--- src/rtl/hilo_div_ctrl_pkg.sv ---
// ============================================================================
// hilo_div_ctrl_pkg
// Shared FSM state encoding and word-level constants for the HI/LO divide
// controller.
// Revision: 1.0
// ============================================================================
`default_nettype none

package hilo_div_ctrl_pkg;

  localparam int WORD_W = 32;

  // Quotient written when a divide-by-zero skips the divider.
  localparam logic [WORD_W-1:0] DIV0_Q = 32'hFFFF_FFFF;

  typedef enum logic [2:0] {
    IDLE   = 3'd0,
    START  = 3'd1,
    LAUNCH = 3'd2,
    WAIT   = 3'd3,
    WRITE  = 3'd4
  } state_t;

endpackage

`default_nettype wire

--- src/rtl/hilo_div_ctrl_regs.sv ---
// ============================================================================
// hilo_regs
// HI/LO architectural registers. The move-to and divide-result write ports
// are both provided; the divide-result write has priority.
// Revision: 1.0
// ============================================================================
`default_nettype none

module hilo_regs
  import hilo_div_ctrl_pkg::*;
(
  input  logic              clock,
  input  logic              reset,
  input  logic              mv_hi_we_i,
  input  logic              mv_lo_we_i,
  input  logic [WORD_W-1:0] mv_data_i,
  input  logic              div_we_i,
  input  logic [WORD_W-1:0] div_hi_i,
  input  logic [WORD_W-1:0] div_lo_i,
  output logic [WORD_W-1:0] hi_o,
  output logic [WORD_W-1:0] lo_o
);

  logic [WORD_W-1:0] hi_q, hi_d;
  logic [WORD_W-1:0] lo_q, lo_d;

  always_comb begin
    hi_d = hi_q;
    lo_d = lo_q;
    if (div_we_i) begin
      hi_d = div_hi_i;
      lo_d = div_lo_i;
    end else begin
      if (mv_hi_we_i) hi_d = mv_data_i;
      if (mv_lo_we_i) lo_d = mv_data_i;
    end
  end

  always_ff @(posedge clock or posedge reset) begin
    if (reset) begin
      hi_q <= '0;
      lo_q <= '0;
    end else begin
      hi_q <= hi_d;
      lo_q <= lo_d;
    end
  end

  assign hi_o = hi_q;
  assign lo_o = lo_q;

endmodule

`default_nettype wire

--- src/rtl/hilo_div_ctrl.sv ---
// ============================================================================
// hilo_div_ctrl
// Sequences an external sequential divider and owns HI/LO. Optional macro
// DIV_ZERO_BYPASS_EN short-circuits divide-by-zero straight to WRITE.
// Revision: 1.0
// ============================================================================
`default_nettype none

module hilo_div_ctrl
  import hilo_div_ctrl_pkg::*;
(
  input  logic              clock,
  input  logic              reset,
  input  logic              req,
  input  logic [WORD_W-1:0] dividend_in,
  input  logic [WORD_W-1:0] divisor_in,
  input  logic              mthi,
  input  logic              mtlo,
  input  logic [WORD_W-1:0] wdata,
  output logic              div_start,
  output logic [WORD_W-1:0] div_dividend,
  output logic [WORD_W-1:0] div_divisor,
  input  logic              div_busy,
  input  logic [WORD_W-1:0] div_q,
  input  logic [WORD_W-1:0] div_r,
  output logic [WORD_W-1:0] hi,
  output logic [WORD_W-1:0] lo,
  output logic              stall,
  output logic              done
);

  state_t            state_q, state_d;
  logic [WORD_W-1:0] dividend_q, dividend_d;
  logic [WORD_W-1:0] divisor_q, divisor_d;
  logic              seen_busy_q, seen_busy_d;

  logic              zero_req;
  logic              bypass_wr;
  logic              div_we;
  logic [WORD_W-1:0] wr_hi;
  logic [WORD_W-1:0] wr_lo;

`ifdef DIV_ZERO_BYPASS_EN
  // A zero divisor never reaches the divider, so a zero held operand in
  // WRITE always marks the bypass path.
  assign zero_req  = (divisor_in == '0);
  assign bypass_wr = (divisor_q == '0);
`else
  assign zero_req  = 1'b0;
  assign bypass_wr = 1'b0;
`endif

  always_ff @(posedge clock or posedge reset) begin
    if (reset) begin
      state_q     <= IDLE;
      dividend_q  <= '0;
      divisor_q   <= '0;
      seen_busy_q <= 1'b0;
    end else begin
      state_q     <= state_d;
      dividend_q  <= dividend_d;
      divisor_q   <= divisor_d;
      seen_busy_q <= seen_busy_d;
    end
  end

  always_comb begin
    state_d     = state_q;
    dividend_d  = dividend_q;
    divisor_d   = divisor_q;
    seen_busy_d = seen_busy_q;
    case (state_q)
      IDLE: begin
        if (req) begin
          dividend_d = dividend_in;
          divisor_d  = divisor_in;
          state_d    = zero_req ? WRITE : START;
        end
      end
      START:  state_d = LAUNCH;
      LAUNCH: begin
        seen_busy_d = 1'b0;
        state_d     = WAIT;
      end
      WAIT: begin
        // Busy must be observed first so a slow-to-rise busy is not
        // mistaken for completion.
        if (div_busy) seen_busy_d = 1'b1;
        if (!div_busy && seen_busy_q) state_d = WRITE;
      end
      WRITE:   state_d = IDLE;
      default: state_d = IDLE;
    endcase
  end

  assign div_start    = (state_q == START);
  assign done         = (state_q == WRITE);
  assign stall        = (state_q != IDLE) || req;
  assign div_dividend = dividend_q;
  assign div_divisor  = divisor_q;

  assign div_we = (state_q == WRITE);
  assign wr_lo  = bypass_wr ? DIV0_Q : div_q;
  assign wr_hi  = bypass_wr ? dividend_q : div_r;

  hilo_regs u_regs (
    .clock      (clock),
    .reset      (reset),
    .mv_hi_we_i (mthi && (state_q == IDLE)),
    .mv_lo_we_i (mtlo && (state_q == IDLE)),
    .mv_data_i  (wdata),
    .div_we_i   (div_we),
    .div_hi_i   (wr_hi),
    .div_lo_i   (wr_lo),
    .hi_o       (hi),
    .lo_o       (lo)
  );

endmodule

`default_nettype wire

--- config.mk ---
export PLATFORM = sky130hd
export DESIGN_NAME = hilo_div_ctrl
export DESIGN_NICKNAME = d
export VERILOG_FILES = /design/src/rtl/hilo_div_ctrl_pkg.sv /design/src/rtl/hilo_div_ctrl_regs.sv /design/src/rtl/hilo_div_ctrl.sv
export SDC_FILE = /design/constraint.sdc
export NUM_CORES = 1
export LEC_CHECK = 0
export CORE_MARGIN = 2
export CORE_UTILIZATION = 44
export CTS_BUF_LIST = sky130_fd_sc_hd__clkbuf_2
export DETAILED_ROUTE_END_ITERATION = 8
export GPL_ROUTABILITY_DRIVEN = 0
export GPL_TIMING_DRIVEN = 0
export PLACE_DENSITY = 0.87
export SLEW_MARGIN = 25
export SYNTH_ARGS = -nofsm -noshare
export SYNTH_HDL_FRONTEND = slang
export SYNTH_SLANG_ARGS = --single-unit
--- constraint.sdc ---
create_clock -name clock -period 7.1 [get_ports clock]
set_input_delay 1.775 -clock clock [delete_from_list [all_inputs] [get_ports clock]]
set_output_delay 1.775 -clock clock [all_outputs]
set_load 0.02 [all_outputs]
==> reports/results.txt, run 1 <==
Crit start category: input pin
# placed instances: 887
NetSw: 1.494 mW
Fin cells: 919
# setup viols final: 0
Endpoint class of the critical path: output port
Post-synth top area share: 0.5691
Placed wire-length estimate: 14,910 um
Yosys reg bits: 132
Sw Share: 0.3734
Mean post-synth cell area: 13.85 um^2
CTS sink cnt: 132
Register area share after synthesis: 0.5691
Port bufs: 295
Routed vias/inst: 5.507
CP required: 5.33 ns
TritonCTS clock tree: yes
Hold buffers post-CTS: 0
Status: complete, no violations
Leak: 3.933 nW
Max VDD drop: 220.8 uV
WS Path Type: in2out
Yosys synthesis warning count: 0
Die area: 14,130 um^2
Hold crit path type: reg2reg
Crit. Startpoint: req
H-tree depth: 4
Clk root buf: clkbuf_2
Tightest Pin Transition: 0.5552 ns
Antenna diode count: 0
Post-CTS setup buffers: 0
Die Height: 118.9 um
Commonest non-fill, non-tap cell in the layout: clkdlybuf4s50_1
Pre-antenna DRT Iters: 4
Cells after Synth: 419
Remaining Overflow, GRT: 0
# IOs: 297
Final slew viol count: 0
Post-route setup TNS: 0 ns
Reg2reg path depth: 5
Residual DRC: 0
Worst R2R Setup Slack: 5.27 ns
Seq pwr share: 0.334
Clock-pin slew on the worst setup and hold paths: 0.18 ns
Drt total wl: 19,760 um
Via count: 5,061
DR iter-0 viols: 353
Synth area leaders: dfrtp_1, mux2_4, o22ai_1
Worst r2r src: state_q[1]$_DFFE_PP0P_
Hold Vio Cnt, Final: 0
Skew final: 0.02587 ns
Clock network power share: 0.137
FMAX: 204.0 MHz
Hold worst-path end: div_dividend[31]$_DFFE_PP0P_
Gr usage total: 0.2817
Mapped Nets: 585
Critical path peak fanout: 3
Post-DRT Antenna Nets: 0
Worst hold stages: 1
RSZ-0062 raised after global routing: false
Layout cell share with drive strength beyond 1: 0.1620
Pre-CTS WS: 2.195 ns
Initial antenna violation count: 1
Vias in the first global route: 5,361
Max clock buf depth: 2
Post-CTS resize count: 0
Core box area: 12,770 um^2
Final Cycle Share: 0.6905
Area of the mapped netlist: 5804 um^2
Pwr dens: 430.0 nW/um^2
Fin crit period: 4.902 ns
Rel. slew slack: 0.6298
Final nets: 900
Most frequent cells in the layout: clkdlybuf4s50_1, dfrtp_1, o22ai_1, mux2_4, a21oi_1
Chip width: 118.9 um
Comb pwr share: 0.528
Hold Crit Start: div_dividend[31]$_DFFE_PP0P_
Netlist cell types: 30
Max cap viols: 0
Initial Utilization: 0.4544
WL/cell: 21.50 um
Clk Latency, worst-skew pair: 0.68 ns
Row Count: 41
Reg2reg end: u_regs.hi_o[9]$_DFFE_PP0P_
First-pass GRT wire length: 30,380 um
Post-synth top area cell: dfrtp_1
Num CTS Buffers: 17
Layout area overhead: 60.34%
Largest net degree at the start of global routing: 85
Worst setup margin: 2.198 ns
Crit path DAT: 3.13 ns
Internal Pwr Total: 2.508 mW
==> worst max-delay path: stages <==
cell             delay [ns]
clkdlybuf4s50_1        0.45
or3_1                  0.36
clkdlybuf4s50_1        0.54
==> worst max path at each step <==
stage / end / slack, ns / cells after the start
after detailed placement: stall / 2.19 / 3
after floorplan: div_dividend[0]$_DFFE_PP0P_ / 1.80 / 1
after global routing: stall / 2.17 / 3
final: stall / 2.20 / 3
after global placement: u_regs.lo_o[24]$_DFFE_PP0P_ / 0.19 / 2
after CTS: stall / 2.19 / 3
==> metrics by stage <==
| stage | utilization | area [um^2] | total power [mW] | hold WS, ns |
|---|---|---|---|---|
| 2_1_floorplan | - | 5804 | 2.433 | 0.5040 |
| 3_3_place_gp | 0.7024 | 8972 | 3.367 | 0.4672 |
| 3_5_place_dp | 0.7052 | 9007 | 3.452 | 0.4737 |
| 4_1_cts | 0.7286 | 9306 | 4.018 | 0.5144 |
| 5_1_grt | 0.7286 | 9306 | 4.175 | 0.5376 |
| 6_report | 0.7286 | 9306 | 4.002 | 0.5088 |
==> logic make-up (layout without fill, tap and decap cells) <==
family                 Yosys count  in the layout  synth area share
AOI/OAI and AO/OA              138            138            0.1612
DFF                            132            132            0.5691
muxes                           64             64            0.1630
and+or+nand+nor                 44             44           0.05066
buffers and inverters           41            369           0.05604
==> power groups by stage <==
stage,Combinational [mW],Sequential [mW],Clock (mW)
after floorplan,0.702,1.73,0
after CTS,2.13,1.33,0.560
final,2.11,1.34,0.549
after global routing,2.21,1.37,0.588
after detailed placement,2.11,1.34,0
after global placement,2.05,1.31,0
==> layer usage <==
layer,part of all wire,track usage,routed length [um],up-vias
met5,0.00066,0,13,-
li1,-,-,-,2225
met3,0.076,0.08621,1496,34
met2,0.52,0.4989,10340,267
met4,0.024,0.09821,482,2
met1,0.38,0.3216,7427,2533
==> synthesized netlist by cell type <==
library cell  instances
inv_1                 3
nand2_1               1
a221o_1              29
and4b_1               1
a21oi_1              32
or3b_1                2
mux2_1                4
o2bb2ai_1             2
or3_1                 1
buf_2                11
and3_4                2
mux2_4               60
nor3_1                2
o22ai_1              62
o21ai_0               2
a31oi_1               4
dfrtp_1             132
or2_2                 1
inv_4                 1
nor2_4                1
nor4_1                1
buf_12                7
a22oi_1               4
buf_4                 1
inv_2                 1
buf_6                 5
clkbuf_1             12
nor2b_1               3
o21ai_1               3
and2_1               29
==> sequential cells by signal, indices dropped and copies added, names as in the netlist <==
signal,cells
state_q,3
div_divisor,32
u_regs.hi_o,32
seen_busy_q,1
u_regs.lo_o,32
div_dividend,32
==> layout make-up <==
| cell class | count | area (um^2) |
|---|---|---|
| Sequential cell | 132 | 3303 |
| Inverter | 5 | 28.78 |
| Clock inverter | 14 | 209.0 |
| Timing Repair Buffer | 296 | 2980 |
| Fill cell | 827 | 3467 |
| Multi-Input combinational cell | 246 | 2176 |
| Clock buffer | 18 | 90.09 |
| Tap cell | 172 | 215.2 |
| Buffer | 36 | 304.0 |
No activity file was read; power rests on OpenSTA's default activity.
==> inputs of run 2 (changes only) <==
Settings changed: CORE_UTILIZATION 44 to 41, PLACE_DENSITY 0.87 to 0.82.
Clock period 7.1 ns to 4.7 ns, I/O delays scaled along.
==> run 2 against run 1 <==
Cell area decreased by 0.36%. Core utilization is 6.1 points lower. Clock skew is 0.0021 ns higher. Clock-buffer cell count decreased by 1. Critical path depth increased by 2. Power rose by 45%.
==> reports/results.txt, run 2 (same netlist as run 1, synthesis figures left out) <==
Status: complete, no violations
Sw Share: 0.3778
Clk Latency, worst-skew pair: 0.70 ns
Residual DRC: 0
Die Height: 123.0 um
Hold Vio Cnt, Final: 0
# placed instances: 898
Max cap viols: 0
Clock network power share: 0.109
Tightest Pin Transition: 0.5878 ns
Fin crit period: 3.784 ns
Post-CTS setup buffers: 0
Vias in the first global route: 5,230
Final Cycle Share: 0.8050
Gr usage total: 0.2589
Clk root buf: clkbuf_2
Initial antenna violation count: 1
Finished layout cell area: 9273 um^2
Port bufs: 295
TritonCTS clock tree: yes
Internal Pwr Total: 3.617 mW
DR iter-0 viols: 261
Placed wire-length estimate: 15,200 um
Max clock buf depth: 2
Crit path DAT: 2.61 ns
Rel. slew slack: 0.6081
Critical path peak fanout: 10
Core box area: 13,880 um^2
Most frequent cells in the layout: clkdlybuf4s50_1, dfrtp_1, o22ai_1, mux2_4, a21oi_1
# setup viols final: 0
H-tree depth: 4
Commonest non-fill, non-tap cell in the layout: clkdlybuf4s50_1
Endpoint class of the critical path: output port
Hold buffers post-CTS: 0
Pre-antenna DRT Iters: 5
Comb pwr share: 0.545
Placement Cell Area: 9066 um^2
Die area: 15,120 um^2
Routed vias/inst: 5.347
Remaining Overflow, GRT: 0
Chip width: 123.0 um
Antenna diode count: 0
CTS sink cnt: 132
RSZ-0062 raised after global routing: false
Layout cell share with drive strength beyond 1: 0.1613
Power Total: 5.813 mW
CP required: 3.52 ns
WS Path Type: reg2out
WL/cell: 21.28 um
Largest net degree at the start of global routing: 33
Row Count: 43
Final slew viol count: 0
Via count: 4,973
Num CTS Buffers: 17
Post-route setup TNS: 0 ns
Skew final: 0.02795 ns
# IOs: 297
FMAX: 264.3 MHz
Crit start category: flop
Final nets: 903
Fin cells: 930
Post-DRT Antenna Nets: 0
Leak: 3.917 nW
Clock-pin slew on the worst setup and hold paths: 0.17 ns
Seq pwr share: 0.346
Max VDD drop: 296.6 uV
First-pass GRT wire length: 29,150 um
Drt total wl: 19,790 um
NetSw: 2.196 mW
Initial Utilization: 0.4182
Layout area overhead: 59.75%
Pwr dens: 626.9 nW/um^2
Hold crit path type: reg2reg
Post-CTS resize count: 0
run 2: worst max-delay path, cell delays in order (launching register included):
cell             delay (ns)
dfrtp_1                0.49
or3b_1                 0.41
buf_4                  0.18
inv_4                  0.08
buf_6                  0.15
clkdlybuf4s50_1        0.62
run 2: power groups by stage:
stage / clock network (mW) / logic (mW) / registers [mW]
2_1_floorplan: 0 / 1.06 / 2.62
3_3_place_gp: 0 / 3.10 / 1.99
3_5_place_dp: 0 / 3.17 / 2.03
4_1_cts: 0.656 / 3.19 / 2.01
5_1_grt: 0.706 / 3.35 / 2.07
6_report: 0.635 / 3.17 / 2.01
run 2: through the flow:
step	setup WS, ns	hold slack [ns]	util
floorplan	1.888	0.5040	-
global placement	0.7893	0.4667	0.6474
detailed placement	1.006	0.4760	0.6531
CTS	0.8238	0.5138	0.6680
global route	0.7847	0.5382	0.6680
finish	0.9165	0.5103	0.6680
run 2: cell type report:
type                            count  area (um^2)
Multi-Input combinational cell    246         2176
Buffer                             36        304.0
Inverter                            5        25.02
Clock buffer                       17        85.08
Tap cell                          180        225.2
Timing Repair Buffer              299         3033
Sequential cell                   132         3303
Fill cell                        1049         4608
Clock inverter                     15        121.4
run 2: path summary, 6_finish.rpt:
path                            depth (start not counted)                           end  slack, ns                          from
worst max-delay path                                    5                          done       0.92        state_q[0]$_DFFE_PP0P_
worst min-delay path                                    1  div_dividend[31]$_DFFE_PP0P_       0.51  div_dividend[31]$_DFFE_PP0P_
worst max register to register                          5   u_regs.hi_o[15]$_DFFE_PP0P_       2.89        state_q[1]$_DFFE_PP0P_
worst min register to register                          1  div_dividend[31]$_DFFE_PP0P_       0.51  div_dividend[31]$_DFFE_PP0P_
max in group asynchronous                               4    u_regs.lo_o[5]$_DFFE_PP0P_       3.14                         reset
min in group asynchronous                               2   div_divisor[31]$_DFFE_PP0P_       0.81                         reset
run 2: metal layers:
layer  vias to the layer above  wire (um)  track usage
met5                         -         13            0
li1                       2236          -            -
met1                      2440       7745       0.3040
met4                         2        363      0.08097
met3                        31       1648      0.07887
met2                       264      10020       0.4541
